**src/rtl/serial_pattern_gen.sv**
```systemverilog
// Serial bit-pattern transmitter: shifts a latched pattern out MSB-first a
// requested number of times, with zero-filled gaps between repetitions.
module serial_pattern_gen #(
  parameter int PAT_W = 4,
  parameter int CNT_W = 4,
  parameter int GAP_W = 4
) (
  input  logic             clck,
  input  logic             rst,
  input  logic             start,
  input  logic [PAT_W-1:0] pattern,
  input  logic [CNT_W-1:0] repeats,
  input  logic [GAP_W-1:0] gap,
  output logic             out,
  output logic             out_valid,
  output logic             busy,
  output logic             done
);

  localparam int IDX_W = $clog2(PAT_W);
  localparam logic [IDX_W-1:0] IDX_TOP = IDX_W'(PAT_W - 1);

  typedef enum logic [1:0] {
    S_IDLE,
    S_SEND,
    S_GAP,
    S_DONE
  } state_t;

  state_t           state_q, state_d;
  logic [PAT_W-1:0] pat_q, pat_d;
  logic [CNT_W-1:0] rem_q, rem_d;
  logic [GAP_W-1:0] gap_q, gap_d;
  logic [GAP_W-1:0] gcnt_q, gcnt_d;
  logic [IDX_W-1:0] idx_q, idx_d;
  logic             out_d, out_valid_d, busy_d, done_d;

  always_ff @(posedge clck) begin
    if (rst) begin
      state_q   <= S_IDLE;
      pat_q     <= '0;
      rem_q     <= '0;
      gap_q     <= '0;
      gcnt_q    <= '0;
      idx_q     <= '0;
      out       <= 1'b0;
      out_valid <= 1'b0;
      busy      <= 1'b0;
      done      <= 1'b0;
    end else begin
      state_q   <= state_d;
      pat_q     <= pat_d;
      rem_q     <= rem_d;
      gap_q     <= gap_d;
      gcnt_q    <= gcnt_d;
      idx_q     <= idx_d;
      out       <= out_d;
      out_valid <= out_valid_d;
      busy      <= busy_d;
      done      <= done_d;
    end
  end

  always_comb begin
    state_d     = state_q;
    pat_d       = pat_q;
    rem_d       = rem_q;
    gap_d       = gap_q;
    gcnt_d      = gcnt_q;
    idx_d       = idx_q;
    out_d       = 1'b0;
    out_valid_d = 1'b0;
    busy_d      = 1'b0;
    done_d      = 1'b0;

    unique case (state_q)
      S_IDLE: begin
        if (start) begin
          pat_d = pattern;
          rem_d = repeats;
          gap_d = gap;
          idx_d = IDX_TOP;
          state_d = (repeats != '0) ? S_SEND : S_DONE;
        end
      end
      S_SEND: begin
        if (idx_q == '0) begin
          if (rem_q == CNT_W'(1)) begin
            state_d = S_DONE;
          end else begin
            rem_d   = rem_q - CNT_W'(1);
            idx_d   = IDX_TOP;
            gcnt_d  = gap_q;
            state_d = (gap_q != '0) ? S_GAP : S_SEND;
          end
        end else begin
          idx_d = idx_q - IDX_W'(1);
        end
      end
      S_GAP: begin
        // gcnt counts the gap cycles still to emit, including this one
        if (gcnt_q == GAP_W'(1)) state_d = S_SEND;
        else                     gcnt_d  = gcnt_q - GAP_W'(1);
      end
      S_DONE: state_d = S_IDLE;
      default: state_d = S_IDLE;
    endcase

    // Outputs are registered, so they are decoded from the next state
    unique case (state_d)
      S_SEND: begin
        out_d       = pat_d[idx_d];
        out_valid_d = 1'b1;
        busy_d      = 1'b1;
      end
      S_GAP: begin
        out_valid_d = 1'b1;
        busy_d      = 1'b1;
      end
      S_DONE:  done_d = 1'b1;
      default: ;
    endcase
  end

endmodule
```
**config.mk**
```make
export PLATFORM = sky130hd
export DESIGN_NAME = serial_pattern_gen
export DESIGN_NICKNAME = d
export VERILOG_FILES = /design/src/rtl/serial_pattern_gen.sv
export SDC_FILE = /design/constraint.sdc
export NUM_CORES = 1
export LEC_CHECK = 0
export BUFFER_PORTS_ARGS = -buffer_cell sky130_fd_sc_hd__buf_2
export CAP_MARGIN = 10
export CELL_PAD_IN_SITES_DETAIL_PLACEMENT = 1
export CELL_PAD_IN_SITES_GLOBAL_PLACEMENT = 2
export CORE_MARGIN = 2
export CORE_UTILIZATION = 25
export CTS_BUF_LIST = sky130_fd_sc_hd__clkbuf_4 sky130_fd_sc_hd__clkbuf_8
export CTS_CLUSTER_SIZE = 28
export DETAILED_ROUTE_END_ITERATION = 6
export PLACE_DENSITY_LB_ADDON = 0.1
export SYNTH_ARGS = -nofsm -noshare
export SYNTH_HDL_FRONTEND = slang
export SYNTH_SLANG_ARGS = --single-unit
```
**constraint.sdc**
```tcl
create_clock -name clck -period 2.7 [get_ports clck]
set_clock_uncertainty 0.15 [all_clocks]
set_input_delay 0.54 -clock clck [delete_from_list [all_inputs] [get_ports clck]]
set_output_delay 0.54 -clock clck [all_outputs]
set_load 0.05 [all_outputs]
```
==> impl_metrics.csv, run 1 <==
group,metric,value,unit
outcome,status,"finished, final reports clean",
clock_tree,ctsHoldBuffers,0,
detailed_routing,drt_iter0_drc,55,
clock_tree,cts_setup_buffers,0,
floorplanning,core_area,4790,sq um
logic_synthesis,syn_area_per_cell,8.55,sq um
detailed_routing,routed_wl,3260,um
clock_tree,clkLatencyLatePin,0.27,ns
floorplanning,ios,19,
logic_synthesis,synthArstFlopShare,0,%
detailed_routing,top_layer,"met4",
layout,nNetsFinal,190,
floorplanning,start_util,26.4,%
detailed_routing,route.detailed.drc,0,
placed_design,pre_cts_slack,0.354,ns
logic_synthesis,synth_top_cell_by_area,"dfxtp_1",
clock_tree,cts_root_buffer,"clkbuf_8",
layout,fill_cells,577,
flow_run,maxCapViolations,0,
clock_tree,cts-resized-gates,0,
clock_tree,cts_sinks,23,
layout,drive_above_1_share,20.2,%
logic_synthesis,synth_cells,148,
detailed_routing,wl_met2,1490,um
logic_synthesis,synth_cell_types,34,
sta,hold_slack,0.347,ns
placed_design,io_buffers,18,
layout,design_area,1490,sq um
sta,worst-slew-pin-transition,0.484,ns
logic_synthesis,synth.ff_latch_count,23,
logic_synthesis,yosys-top-cells-area,"dfxtp_1 36%, mux2i_1 7.9%, nor2_1 7.7%",
global_route,grt_pass1_vias,1122,
sta,setup-violations-final,0,
layout,area_growth,17.6,%
sta,fmax,0.429,GHz
sta,finalHoldViolCount,0,
sta,worst_slack,0.370,ns
sta,rsz0062_at_grt,"false",
clock_tree,htreeDepth,1,
sta,min_period_over_period,86.3,%
setup_path,critPathCaptureType,"flop",
sta,slew_headroom,67.7,%
detailed_routing,ant_nets,0,
logic_synthesis,yosys.area.top_type_share,36.4,%
detailed_routing,wl_per_cell,13.9,um
setup_path,crit_type,"reg -> reg",
floorplanning,fp.dieArea,5640,sq um
sta,period_minus_slack,2.33,ns
logic_synthesis,synth_ff_type,"dfxtp_1",
setup_path,crit_required,2.73,ns
clock_tree,cts_tree,"yes",
logic_synthesis,synth_fp_nets,169,
detailed_routing,drt_pre_antenna_iters,4,
sta,setup_tns,0,ns
placed_design,dpl_cell_area,1440,sq um
detailed_routing,drt-vias-per-instance,4.83,
logic_synthesis,synth_common_cells,"26 x nor2_1, 23 x dfxtp_1, 10 x mux2i_1",
placed_design,gp_congestion,0.781,
clock_tree,cts_buffer_depth,2,
global_route,grt-ovfl-total,0,
clock_tree,clk_pin_slew,0.09,ns
detailed_routing,via_count,1134,
pwr,leakage,0.602,nW
clock_tree,cts_made_buffers,3,
global_route,grt_util_all_layers,12.6,%
setup_path,crit_path_start_kind,"flop",
setup_path,path_max_fanout,4,
global_route,grt_start_max_net_pins,24,
floorplanning,die_w,75.1,um
sta,slew_viol_final,0,
min_path,hold_class,"in -> reg",
pwr,power_density,654,nW/um^2
pwr,vdd_drop_max,0.209,mV
detailed_routing,dr_wl_met3,65,um
layout,antenna_cells,0,
logic_synthesis,synth_edf_count,0,
pwr,power.total,0.000972,W
placed_design,dp.final_hpwl,2440,um
floorplanning,rows,25,
global_route,antenna_found_initial,0,
global_route,grt_pass1_wl,5310,um
logic_synthesis,yosysMostFrequentCell,"nor2_1",
logic_synthesis,yosysSeqAreaShare,36.4,%
logic_synthesis,syn_area,1260,sq um
logic_synthesis,yosysWarnings,0,
setup_path,arrival,2.36,ns
floorplanning,die_height,75.1,um
detailed_routing,routedLengthMet1,1640,um
## metal layers
layer  vias to the layer above  GRT usage, %
met5                         -             0
met3                         6          2.14
met1                       549          16.8
met4                         0          6.24
met2                        15          19.7
li1                        564             -
## area by class of cell
cell class                      count  area [sq um]  area share [%]
Clock inverter                      1          5.00           0.336
Inverter                            7          26.3            1.77
Sequential cell                    23           460            31.0
Clock buffer                        3          41.3            2.78
Multi-Input combinational cell    112           751            50.5
Timing Repair Buffer               22           120            8.07
Tap cell                           67          83.8            5.63
## stage by stage
step	instances	utilization (%)
3_5_place_dp	231	30.1
3_3_place_gp	231	30.1
2_1_floorplan	148	-
4_1_cts	235	31.1
5_1_grt	235	31.1
6_report	235	31.1
## layout by cell type (no fill, tap or decap), types with 2 or more instances in the layout
cell type,Yosys,routed
a21oi_1,6,6
clkbuf_8,0,3
nor3_1,9,9
nor4_1,3,3
a22oi_1,4,4
o22ai_1,3,3
nand2_1,4,4
o21ai_1,4,4
nor2b_1,3,3
o22a_1,2,2
o22ai_4,2,2
a22o_1,2,2
buf_4,1,4
ha_1,6,6
o21ai_0,7,7
and2b_1,2,2
nand2b_1,6,6
a211oi_1,2,2
buf_2,1,18
nor2_1,26,26
mux2i_1,10,10
dfxtp_1,23,23
inv_1,7,7
## critical path: stages (launching register included)
cell and delay (ns):
dfxtp_1 0.35, inv_1 0.07, ha_1 0.18, nor3b_2 0.20, inv_1 0.07, a21oi_1 0.05, a211oi_1 0.44, ha_1 0.21
nor2b_1 0.15, o21ai_0 0.11, o32ai_1 0.27
## report_power, final
part,switching (W),internal (W)
logic,0.000193,0.000135
clock network,0.000120,0.000103
registers,0.0000434,0.000378
## path summary, 6_finish.rpt
kind	start	to	slack (ns)	cells past startpoint
worst min register to register	gap_q[0]	gcnt_q[0]	0.37	2
worst max register to register	rem_q[1]	out	0.37	10
worst min-delay path	gap[0]	gap_q[0]	0.35	3
worst max-delay path	rem_q[1]	out	0.37	10
## kinds of logic after synthesis
| kind of cell | synth area share, % |
|---|---|
| AOI/OAI and AO/OA | 21.0 |
| and+or+nand+nor | 24.5 |
| muxes | 7.91 |
| DFF | 36.4 |
| buffers and inverters | 4.25 |
| adders and majority gates | 5.93 |
## flip-flops by register name, indices dropped and copies added (netlist names)
signal	flops
busy	1
done	1
gap_q	4
gcnt_q	4
idx_q	2
out	1
pat_q	4
rem_q	4
state_q	2
Power figures use the tool's default switching activity.
==> run 2: changes to the inputs <==
- BUFFER_PORTS_ARGS: -buffer_cell sky130_fd_sc_hd__buf_2 -> default
- DONT_BUFFER_PORTS: default -> 1
- PLACE_DENSITY: default -> 0.61
- PLACE_DENSITY_LB_ADDON: 0.1 -> default
- RECOVER_POWER: default -> 50
==> run 2 against run 1 <==
Against the previous run: count of clock-buffer cells in the layout unchanged; wire length up 1.9%; global-route usage up 0.49 points; clock power about the same; core utilization down 1.9 points; maximum frequency down 0.85%; via count down 6.3%; sequential cell count unchanged; cell area down 6.2%; sequential power up 3%; die area unchanged; largest cell class unchanged; largest power group unchanged.
==> impl_metrics.csv, run 2 (same netlist as run 1, synthesis figures left out) <==
group,metric,value,unit
floorplanning,start_util,26.4,%
global_route,grt_pass1_vias,1130,
sta,period_minus_slack,2.35,ns
clock_tree,cts_made_buffers,3,
placed_design,dp.final_hpwl,2480,um
sta,fmax,0.425,GHz
setup_path,path_max_fanout,9,
layout,layout_commonest_cell,"nor2_1",
detailed_routing,ant_nets,0,
detailed_routing,via_count,1063,
layout,antenna_cells,0,
pwr,vdd_drop_max,0.173,mV
layout,final_util,29.2,%
detailed_routing,route.detailed.drc,0,
sta,min_period_over_period,87.0,%
clock_tree,cts_root_buffer,"clkbuf_8",
floorplanning,die_height,75.1,um
min_path,hold_class,"in -> reg",
detailed_routing,drt_iter0_drc,32,
setup_path,crit_required,2.73,ns
detailed_routing,drt-vias-per-instance,4.88,
clock_tree,htreeDepth,1,
sta,slew_viol_final,0,
layout,final_cell_mix,"27 x nor2_1, 23 x dfxtp_1, 10 x mux2i_1",
clock_tree,cts-resized-gates,0,
sta,setup_tns,0,ns
clock_tree,cts_setup_buffers,0,
floorplanning,fp.dieArea,5640,sq um
setup_path,critPathCaptureType,"flop",
detailed_routing,wl_per_cell,15.2,um
clock_tree,cts_buffer_depth,2,
placed_design,io_buffers,0,
clock_tree,clk_pin_slew,0.09,ns
sta,worst-slew-pin-transition,1.16,ns
floorplanning,rows,25,
detailed_routing,drt_pre_antenna_iters,2,
global_route,grt_util_all_layers,13.1,%
outcome,status,"finished, final reports clean",
global_route,grt_start_max_net_pins,24,
clock_tree,cts_tree,"yes",
clock_tree,ctsHoldBuffers,0,
global_route,grt_pass1_wl,5510,um
detailed_routing,routed_wl,3320,um
layout,area_growth,10.3,%
placed_design,gp_congestion,0.758,
pwr,power_density,680,nW/um^2
global_route,antenna_found_initial,0,
floorplanning,core_area,4790,sq um
layout,drive_above_1_share,9.27,%
flow_run,maxCapViolations,0,
setup_path,arrival,2.38,ns
sta,finalHoldViolCount,0,
sta,slew_headroom,22.9,%
sta,setup-violations-final,0,
sta,rsz0062_at_grt,"false",
setup_path,crit_type,"reg -> reg",
floorplanning,die_w,75.1,um
clock_tree,cts_sinks,23,
floorplanning,ios,19,
layout,nNetsFinal,173,
global_route,grt-ovfl-total,0,
clock_tree,clkLatencyLatePin,0.28,ns
pwr,leakage,0.523,nW
setup_path,crit_path_start_kind,"flop",
==> run 2: cell types whose count changed in the layout (fill, tap and decap cells not counted), sizes merged <==
cell	change
buf	-19
clkbuf	+2
==> run 2: critical path: stages, from the launching register on <==
cell and delay [ns]:
dfxtp_1 0.53, nand2b_1 0.34, nor2_1 0.12, a211oi_1 0.41
ha_1 0.21, nor2b_1 0.14, o21ai_0 0.10, o32ai_1 0.26
==> run 2: path summary, 6_finish.rpt <==
kind              startpoint         to  depth (start not counted)  slack [ns]
setup reg to reg  state_q[1]        out                          7        0.35
setup / recovery  state_q[1]        out                          7        0.35
hold reg to reg     gap_q[0]  gcnt_q[0]                          2        0.35
hold / removal           rst  gcnt_q[0]                          1        0.17
==> run 2: area by class of cell <==
class,count,area [sq um]
clock buffers,3,41.3
fillers,583,3390
flip-flops and latches,23,460
well taps,67,83.8
clock inverters,1,5.00
multi-input cells,112,748
repair buffers,5,30.0
inverters,7,26.3
==> run 2: report_power, final <==
part           switching, W  internal [W]  total, W
registers         0.0000568      0.000378  0.000435
clock network      0.000122      0.000104  0.000225
logic              0.000167      0.000121  0.000288
==> run 2: per-layer routing <==
| layer | share of wire [%] | up-vias | GRT usage, % |
|---|---|---|---|
| met3 | 3.6 | 5 | 2.81 |
| met1 | 45 | 517 | 16.0 |
| met4 | 1.8 | 0 | 5.85 |
| li1 | - | 531 | - |
| met2 | 49 | 10 | 22.1 |
| met5 | 0 | - | 0 |
==> run 2: metrics by stage <==
| step | total power (W) | worst slack (ns) | std cells | area (sq um) | hold WS [ns] |
|---|---|---|---|---|---|
| 2_1_floorplan | 0.000673 | 0.531 | 148 | 1260 | 0.310 |
| 3_3_place_gp | 0.000729 | 0.491 | 214 | 1360 | 0.341 |
| 3_5_place_dp | 0.000740 | 0.406 | 214 | 1360 | 0.351 |
| 4_1_cts | 0.000969 | 0.376 | 218 | 1410 | 0.161 |
| 5_1_grt | 0.00102 | 0.0694 | 218 | 1400 | 0.154 |
| 6_report | 0.000948 | 0.350 | 218 | 1400 | 0.175 |
